[src/rtl/oflow_MEM_buffer_define.sv]
// Shared widths, capacity limit, FSM state type and depth-clamp helper for the
// oflow frame buffer control logic.
package oflow_MEM_buffer_define;

    localparam int unsigned TOTAL_FRAME_NUM_WIDTH       = 8;
    localparam int unsigned NUM_OF_HISTORY_FRAMES_WIDTH = 3;
    localparam int unsigned BBOX_NUM_WIDTH              = 6;
    localparam int unsigned ADDR_WIDTH                  = 6;
    localparam int unsigned NUM_SLOTS                   = 5;
    localparam int unsigned SLOT_WIDTH                  = 3;
    localparam int unsigned MAX_BBOX_PER_SLOT           = 32;

    typedef enum logic [2:0] {
        StIdle,
        StSetup,
        StClear,
        StIssue,
        StWait,
        StFinish
    } frame_state_e;

    // History depth clamped into the usable range 1..NUM_SLOTS.
    function automatic logic [SLOT_WIDTH-1:0] eff_depth(
        input logic [NUM_OF_HISTORY_FRAMES_WIDTH-1:0] hist
    );
        if (hist == '0) begin
            return SLOT_WIDTH'(1);
        end else if (hist > NUM_OF_HISTORY_FRAMES_WIDTH'(NUM_SLOTS)) begin
            return SLOT_WIDTH'(NUM_SLOTS);
        end else begin
            return SLOT_WIDTH'(hist);
        end
    endfunction

endpackage

[src/rtl/oflow_frame_slot_mod.sv]
// Combinational history-slot selection: frame number modulo history depth (1..5).
module oflow_frame_slot_mod
    import oflow_MEM_buffer_define::*;
(
    input  logic [TOTAL_FRAME_NUM_WIDTH-1:0] frame_num_i,
    input  logic [SLOT_WIDTH-1:0]            depth_i,
    output logic [SLOT_WIDTH-1:0]            slot_o
);

    // Zero depth never reaches here from the clamp; it maps to slot 0 as a guard.
    always_comb begin
        slot_o = '0;
        if (depth_i != '0) begin
            slot_o = SLOT_WIDTH'(frame_num_i % TOTAL_FRAME_NUM_WIDTH'(depth_i));
        end
    end

endmodule

[src/rtl/oflow_fsm_buffer_frame_ctrl.sv]
// Frame buffering controller: picks a history slot per frame, issues one write
// request per bbox pair, tracks per-slot end pointers and valid bitmap.
// Optional capacity check enabled by defining OFLOW_BUF_FRAME_CTRL_OVERFLOW_CHK_EN.
module oflow_fsm_buffer_frame_ctrl
    import oflow_MEM_buffer_define::*;
(
    input  logic                                   clk,
    input  logic                                   reset_N,
    input  logic                                   frame_start,
    input  logic [TOTAL_FRAME_NUM_WIDTH-1:0]       frame_num,
    input  logic [NUM_OF_HISTORY_FRAMES_WIDTH-1:0] num_of_history_frames,
    input  logic [BBOX_NUM_WIDTH-1:0]              num_of_bbox,
    input  logic                                   done_write,
    output logic                                   start_write,
    output logic [SLOT_WIDTH-1:0]                  write_slot,
    output logic [NUM_SLOTS-1:0][ADDR_WIDTH-1:0]   end_pointers,
    output logic [NUM_SLOTS-1:0]                   valid_slots,
    output logic                                   busy,
    output logic                                   frame_done
`ifdef OFLOW_BUF_FRAME_CTRL_OVERFLOW_CHK_EN
    ,
    output logic                                   overflow
`endif
);

    frame_state_e                                 state_q;
    logic [TOTAL_FRAME_NUM_WIDTH-1:0]             frame_num_q;
    logic [NUM_OF_HISTORY_FRAMES_WIDTH-1:0]       hist_q;
    logic [BBOX_NUM_WIDTH-1:0]                    nbbox_q;
    logic [BBOX_NUM_WIDTH-1:0]                    remaining_q;
    logic [SLOT_WIDTH-1:0]                        write_slot_q;
    logic [NUM_SLOTS-1:0][ADDR_WIDTH-1:0]         end_ptr_q;
    logic [NUM_SLOTS-1:0]                         valid_q;
    logic                                         start_write_q;
    logic                                         frame_done_q;
    logic                                         busy_q;
`ifdef OFLOW_BUF_FRAME_CTRL_OVERFLOW_CHK_EN
    logic                                         overflow_q;
`endif

    logic [SLOT_WIDTH-1:0]     depth;
    logic [SLOT_WIDTH-1:0]     slot;
    logic [BBOX_NUM_WIDTH-1:0] step;
    logic [BBOX_NUM_WIDTH-1:0] rem_after;
    logic [BBOX_NUM_WIDTH-1:0] nbbox_eff;

    oflow_frame_slot_mod u_slot_mod (
        .frame_num_i (frame_num_q),
        .depth_i     (depth),
        .slot_o      (slot)
    );

    // Depth clamp, pair step (last pair of an odd count adds 1) and capacity truncation.
    always_comb begin
        depth     = eff_depth(hist_q);
        step      = (remaining_q > BBOX_NUM_WIDTH'(1)) ? BBOX_NUM_WIDTH'(2) : remaining_q;
        rem_after = remaining_q - step;
        nbbox_eff = nbbox_q;
`ifdef OFLOW_BUF_FRAME_CTRL_OVERFLOW_CHK_EN
        if (nbbox_q > BBOX_NUM_WIDTH'(MAX_BBOX_PER_SLOT)) begin
            nbbox_eff = BBOX_NUM_WIDTH'(MAX_BBOX_PER_SLOT);
        end
`endif
    end

    // Frame FSM with registered Moore outputs, pointers and valid bitmap.
    always_ff @(posedge clk) begin
        if (!reset_N) begin
            state_q       <= StIdle;
            frame_num_q   <= '0;
            hist_q        <= '0;
            nbbox_q       <= '0;
            remaining_q   <= '0;
            write_slot_q  <= '0;
            end_ptr_q     <= '0;
            valid_q       <= '0;
            start_write_q <= 1'b0;
            frame_done_q  <= 1'b0;
            busy_q        <= 1'b0;
`ifdef OFLOW_BUF_FRAME_CTRL_OVERFLOW_CHK_EN
            overflow_q    <= 1'b0;
`endif
        end else begin
            unique case (state_q)
                StIdle: begin
                    start_write_q <= 1'b0;
                    frame_done_q  <= 1'b0;
                    if (frame_start) begin
                        frame_num_q <= frame_num;
                        hist_q      <= num_of_history_frames;
                        nbbox_q     <= num_of_bbox;
                        busy_q      <= 1'b1;
                        state_q     <= StSetup;
`ifdef OFLOW_BUF_FRAME_CTRL_OVERFLOW_CHK_EN
                        overflow_q  <= 1'b0;
`endif
                    end
                end
                StSetup: begin
                    write_slot_q <= slot;
                    remaining_q  <= nbbox_eff;
                    for (int i = 0; i < NUM_SLOTS; i++) begin
                        if (SLOT_WIDTH'(i) >= depth) begin
                            valid_q[i] <= 1'b0;
                        end
                    end
`ifdef OFLOW_BUF_FRAME_CTRL_OVERFLOW_CHK_EN
                    overflow_q <= (nbbox_q > BBOX_NUM_WIDTH'(MAX_BBOX_PER_SLOT));
`endif
                    state_q <= StClear;
                end
                StClear: begin
                    end_ptr_q[write_slot_q] <= '0;
                    valid_q[write_slot_q]   <= 1'b0;
                    if (remaining_q == '0) begin
                        frame_done_q <= 1'b1;
                        state_q      <= StFinish;
                    end else begin
                        start_write_q <= 1'b1;
                        state_q       <= StIssue;
                    end
                end
                StIssue: begin
                    start_write_q <= 1'b0;
                    state_q       <= StWait;
                end
                StWait: begin
                    if (done_write) begin
                        end_ptr_q[write_slot_q] <= end_ptr_q[write_slot_q] + ADDR_WIDTH'(step);
                        remaining_q             <= rem_after;
                        if (rem_after != '0) begin
                            start_write_q <= 1'b1;
                            state_q       <= StIssue;
                        end else begin
                            frame_done_q <= 1'b1;
                            state_q      <= StFinish;
                        end
                    end
                end
                StFinish: begin
                    valid_q[write_slot_q] <= 1'b1;
                    frame_done_q          <= 1'b0;
                    busy_q                <= 1'b0;
                    state_q               <= StIdle;
                end
                default: begin
                    start_write_q <= 1'b0;
                    frame_done_q  <= 1'b0;
                    busy_q        <= 1'b0;
                    state_q       <= StIdle;
                end
            endcase
        end
    end

    assign start_write  = start_write_q;
    assign write_slot   = write_slot_q;
    assign end_pointers = end_ptr_q;
    assign valid_slots  = valid_q;
    assign busy         = busy_q;
    assign frame_done   = frame_done_q;
`ifdef OFLOW_BUF_FRAME_CTRL_OVERFLOW_CHK_EN
    assign overflow     = overflow_q;
`endif

endmodule

[config.mk]
export PLATFORM = sky130hd
export DESIGN_NAME = oflow_fsm_buffer_frame_ctrl
export DESIGN_NICKNAME = d
export VERILOG_FILES = /design/src/rtl/oflow_MEM_buffer_define.sv /design/src/rtl/oflow_frame_slot_mod.sv /design/src/rtl/oflow_fsm_buffer_frame_ctrl.sv
export SDC_FILE = /design/constraint.sdc
export NUM_CORES = 1
export LEC_CHECK = 0
export ABC_AREA = 1
export CORE_ASPECT_RATIO = 0.7
export CORE_MARGIN = 4
export CORE_UTILIZATION = 40
export DETAILED_ROUTE_END_ITERATION = 6
export PLACE_DENSITY = 0.66
export RECOVER_POWER = 25
export SLEW_MARGIN = 20
export SYNTH_ARGS = -nofsm -noshare
export SYNTH_HDL_FRONTEND = slang
export SYNTH_SLANG_ARGS = --single-unit
[constraint.sdc]
create_clock -name clk -period 10.5 [get_ports clk]
set_input_delay 2.1 -clock clk [delete_from_list [all_inputs] [get_ports clk]]
set_output_delay 2.1 -clock clk [all_outputs]
set_load 0.05 [all_outputs]
==> Yosys cells after proc, flatten, opt, wreduce, memory -nomap -nowiden <==
Index checks and enable logic that the tools add are counted.
{ "classes": {"n_addsub": 2, "div": 1, "n_lt_le_gt_ge": 9, "eq_ne": 16, "mux": 36, "bitwise": 8, "n_reduce_logical": 24} }
{ "ops": {"columns": ["operator", "n"], "rows": [
  ["30-bit case mux with 2 select lines", 1],
  ["30-bit bitwise AND", 1],
  ["30-bit bitwise mux", 1],
  ["30-bit 2-to-1 mux", 1],
  ["30-bit NOT", 1],
  ["6-bit 2-to-1 mux", 4],
  ["2-bit != test, second input constant", 11],
  ["3-bit 2-to-1 mux", 7],
  ["2-bit AND reduction", 10],
  ["6-bit binary-select mux with 3-bit select", 1],
  ["6-bit demux with 3-bit select", 1],
  ["3-bit case mux with 5 select lines", 1],
  ["5-bit case mux with 3 select lines", 1],
  ["1-bit 2-to-1 mux", 13],
  ["6-bit case mux with 2 select lines", 1],
  ["8-bit by 3-bit modulo with 8-bit output", 1],
  ["4-bit AND reduction", 2],
  ["6-bit adder", 1],
  ["3-bit by 2-bit equality test with 1-bit output, second input constant", 2],
  ["3-bit equality test, second input constant", 2],
  ["1-bit by 3-bit >= comparator with 1-bit output, first input constant", 2],
  ["2-bit by 3-bit >= comparator with 1-bit output, first input constant", 2],
  ["6-bit by 1-bit greater-than comparator with 1-bit output, second input constant", 1],
  ["3-bit zero test", 2],
  ["other kinds (20)", 26]
]} }
{ "totals": {"reg_bits": 67, "output_inout_bits": 41, "word_cells": 115} }

==> Depth between registers and ports, before layout <==
{ "logic_depth": {"word_depth": 7, "ltp_mapped": 70, "depth_no_buf": 70} }

==> Modules after synthesis <==
Synthesis repeated with hierarchy kept, for this count alone.
{ "hier_totals": {"hier_cells": 720, "hier_area_um2": 4835.9} }
{ "by_module_without_submodules": {"columns": ["module", "instances", "cells_each", "area_each_um2"], "rows": [
  ["oflow_fsm_buffer_frame_ctrl", 1, 461, 3301.9],
  ["oflow_frame_slot_mod", 1, 259, 1534.0]
]} }

==> Worst setup path before layout <==
Ideal clock, no wire load.
{ "synth_path": {"kind": "register to register", "start": "register hist_q[1]", "end": "register write_slot_q[1] (netlist: write_slot[1])", "arrival_time_ns": 7.662, "required_time_ns": 10.430, "path_slack_ns": 2.768, "stages_incl_launch_ff": 66, "n_path_buf": 0, "synth_period_minus_slack_ns": 7.732, "cell_sequence": "dfxtp_1 -> inv_1 -> nor2_1 -> inv_1 -> ha_1 -> nand2_1 -> nand2_1 -> nand2_1 -> nand2_1 -> nand2_1 -> inv_1 -> ha_1 -> nand2_2 -> nand2_2 -> nand2_2 -> nand2_1 -> nand2_1 -> nand2_1 -> [30 not listed] -> inv_1 -> nor2_2 -> nand3_1 -> nand2_1 -> nand2_1 -> inv_1 -> ha_1 -> inv_1 -> nor2_1 -> a311oi_1 -> nand3_1 -> nor2_1 -> nand2_1 -> nor2_4 -> nand2_2 -> nand2_1 -> nand3_1 -> a21oi_1"} }
{ "synth_via": {"elab_chain_cells": 5, "word_cells_on_any_way": 7, "classes_between": "div (1); order compare (1); mux (3); reduce/logical (2)"} }
{ "synth_lines": {"columns": ["element", "line_no", "rtl"], "rows": [
  ["start, declared", "oflow_fsm_buffer_frame_ctrl.sv:28", "logic [NUM_OF_HISTORY_FRAMES_WIDTH-1:0] hist_q;"],
  ["start signal, assigned", "oflow_fsm_buffer_frame_ctrl.sv:90", "hist_q <= num_of_history_frames;"],
  ["3-bit greater-than comparator", "oflow_MEM_buffer_define.sv:28", "end else if (hist > NUM_OF_HISTORY_FRAMES_WIDTH'(NUM_SLOTS)) begin"],
  ["3-bit 2-to-1 mux", "oflow_MEM_buffer_define.sv:28", null],
  ["3-bit 2-to-1 mux (*)", "oflow_MEM_buffer_define.sv:26", "if (hist == '0) begin"],
  ["8-bit by 3-bit modulo with 8-bit output or 3-bit nonzero test (tied branches)", "oflow_frame_slot_mod.sv:14, oflow_frame_slot_mod.sv:13", null],
  ["3-bit 2-to-1 mux (*)", "oflow_frame_slot_mod.sv:13", "if (depth_i != '0) begin"],
  ["end signal, assigned", "oflow_fsm_buffer_frame_ctrl.sv:100", "write_slot_q <= slot;"],
  ["end, declared", "oflow_fsm_buffer_frame_ctrl.sv:31", "logic [SLOT_WIDTH-1:0] write_slot_q;"]
]} }
Every way passes the cells marked *; elsewhere a longest branch is shown, timed or not.
A chain may end at the register's enable or synchronous reset.

==> Final worst setup path <==
Same ends and word-level chain as after synthesis.

==> metrics.md <==
| Metric | Value |
|---|---|
| Run status | `finished clean` |
| Number of antenna violations at the first check in global routing | `0` |
| Number of buffers created by CTS | `9` |
| DR vias/cell | `5.15` |
| Number of non-filler instances in the completed layout | `883` |
| Slew @ Worst Pin | `1200 ps` |
| Num Clock Sinks | `67` |
| Most frequent standard cell in the layout excluding fill and tap cells | `sky130_fd_sc_hd__nand2_1` |
| Number of top-level design ports | `a little over 60` |
| Buffers inserted by post-CTS timing repair | `0` |
| Largest stage delay on the critical path | `380 ps` |
| Crit path launch type | `flip-flop` |
| Max-slew violation count | `0` |
| Critical Setup Path Class | `reg -> reg` |
| Final number of hold-violating endpoints | `0` |
| Largest net degree at the start of global routing | `40` |
| Synthesized cell area | `around 0.0044 sq mm` |
| Global router's overall resource usage | `0.187` |
| Clock tree from TritonCTS | `built` |
| Unrepaired setup endpoints after global routing | `no` |
| First-pass GRT wire length | `19.5 mm` |
| Area of the die | `0.0128 sq mm` |
| Final routed DRC violation total | `0` |
| Max capacitance violation total | `0` |
| Share of the synthesized area in the top cell type | `0.305` |
| Worst-path fanout max | `8` |
| Input/output buffers | `61` |
| Proportion of synthesized chip area in sequential cells | `0.305` |
| Core Box Area | `between 0.01 and 0.015 sq mm` |
| Number of rows in the core area | `31` |
| Worst slew margin relative to its limit | `0.196` |
| Final critical-path share of the clock period | `0.860` |
| Die Ht | `95.8 um` |
| Endpoint required time on the critical path | `10,730 ps` |
| CP max-delay cell | `sky130_fd_sc_hd__ha_1` |
| Number of endpoints failing setup at the final stage | `0` |
| Post-cts repair resize count | `0` |
| Aggregate global routing overflow | `0` |
| Min-delay worst type | `reg -> reg` |
| Max Root-Sink Buffers | `2` |
| 1st-pass router iterations | `5` |
| Detailed-route wire length per cell | `13.5 um` |
| Post-DRT Antenna Nets | `0` |
| Time the final worst path needs with I/O delays and setup | `9030 ps` |
| Number of unique standard cell types used by synthesis | `41` |
| Final sum of negative setup slack | `0 ps` |
| Total of warnings raised by yosys | `0` |
| Final Routed Wirelength | `11.9 mm` |
| Via Count | `roughly 4,600` |
| Clk Tree Root Cell | `sky130_fd_sc_hd__clkbuf_16` |
| Cell type with the highest occurrence count on the critical path | `sky130_fd_sc_hd__nand2_1` |
| Detailed placement HPWL | `about 9.3 mm` |
| Worst EP arrival | `9270 ps` |
| Top cells by area, synth | `sky130_fd_sc_hd__dfxtp_1 30%, sky130_fd_sc_hd__nand2_1 14%, sky130_fd_sc_hd__a21oi_1 8.2%` |
| Number of synthesized register bits | `67` |
| Post-Syn Area per Cell | `between 6 and 7 sq um` |
| Most used cells in the layout excluding fill and tap cells | `163 x sky130_fd_sc_hd__nand2_1, 89 x sky130_fd_sc_hd__inv_1, 72 x sky130_fd_sc_hd__a21oi_1` |
| Fraction of layout cells with a size suffix above 1 | `0.0776` |
| Weighted congestion at the end of routability-driven global placement | `~0.86` |
| Layout Utilization | `0.517` |
| CTS H-Tree Depth | `3` |
| Effective utilization at floorplan | `0.417` |
| Horizontal die dimension | `~130 um` |
| Antenna diode count | `0` |
| Count of routing violations after the opening detailed-route iteration | `413` |
| Library cell occupying the most area in the post-synthesis netlist | `sky130_fd_sc_hd__dfxtp_1` |
| Clock-pin slew on the worst setup and hold paths | `50 ps` |
| Post-synthesis instance total | `667` |
| Achievable Freq | `0.111 GHz` |
| Placed Cells | `867` |
| Final net count | `~770` |
| Clock insertion delay at the later pin of the skew report | `330 ps` |
| Kind of end point of the critical path | `flip-flop` |
| Vias in the first global route | `4,066` |
| Post-synthesis to final-layout area growth | `24.0%` |
| Quantity of hold-fixing buffers added after cts | `0` |
| Worst-case clock skew | `~3.5 ps` |
-- routing by layer --
metal  share of wire  up-vias  track usage
li1                -     2327            -
met1            0.52     2062        0.272
met2            0.41      148        0.277
met3           0.063       13       0.0465
met4           0.010        0       0.0497
met5               0        -            0
-- path summary, 6_finish.rpt --
| path | slack (ps) | end | depth (start not counted) | from |
|---|---|---|---|---|
| setup / recovery | 1470 | write_slot[1] | 65 | hist_q[1] |
| hold reg to reg | 460 | nbbox_eff[4] | 2 | nbbox_eff[4] |
| setup reg to reg | 1470 | write_slot[1] | 65 | hist_q[1] |
| hold / removal | 460 | nbbox_eff[4] | 2 | nbbox_eff[4] |
-- critical path: cells and delay by family (launching register included) --
family | cells | cell delay [ps]
buffers and inverters | 13 | 1160
flip-flops | 1 | 340
AND/OR/NAND/NOR | 36 | 3290
adder cells (fa/ha/maj) | 7 | 2190
AO/OA/AOI/OAI | 9 | 1960
-- per-stage QoR --
stage	hold WS [ps]	cell area (sq um)	worst slack [ps]
final	464	5460	1470
after global routing	479	5460	521
after CTS	468	5460	1550
after detailed placement	460	5170	1580
after global placement	454	5170	2170
after floorplan	430	4410	2770
-- sequential cells by signal, indices dropped and copies added (netlist names) --
register	cells
busy	1
state_q	3
start_write	1
valid_slots	5
end_pointers	30
nbbox_eff	6
remaining_q	6
hist_q	3
frame_num_q	8
write_slot	3
frame_done	1
-- Yosys cell counts (all sizes together) --
master   number
a31oi        10
nand2       179
dfxtp        67
o22ai         6
nor4          7
a311oi        1
nor3         11
o31ai         2
a21oi        73
o21a          1
nand4        11
buf           3
inv          95
o2111ai       1
a211oi        2
clkinv        1
a221oi        1
ha           21
fa            2
clkbuf       10
xor2          7
or2           5
conb          2
nor2         56
o41a          1
o21bai        2
o21ai        49
nand3        41
-- kinds of logic after synthesis --
group / after synthesis / share of synthesized area
xor+xnor: 7 / 0.0139
compound gates: 149 / 0.185
simple gates: 310 / 0.332
fa+ha+maj: 23 / 0.0688
other cells: 2 / 0.00171
flops: 67 / 0.305
buf+inv: 109 / 0.0938
-- cell type report --
cell class	instances	area [sq um]
repair buffers	63	622
clock buffers	11	243
fillers	1019	5090
clock inverters	5	52.6
multi-input cells	493	2650
well taps	148	185
flip-flops and latches	67	1340
inverters	96	360
Power is left out: the tool's default activity adds up to more than one toggle a clock period on the data nets, which glitch-free logic cannot reach.
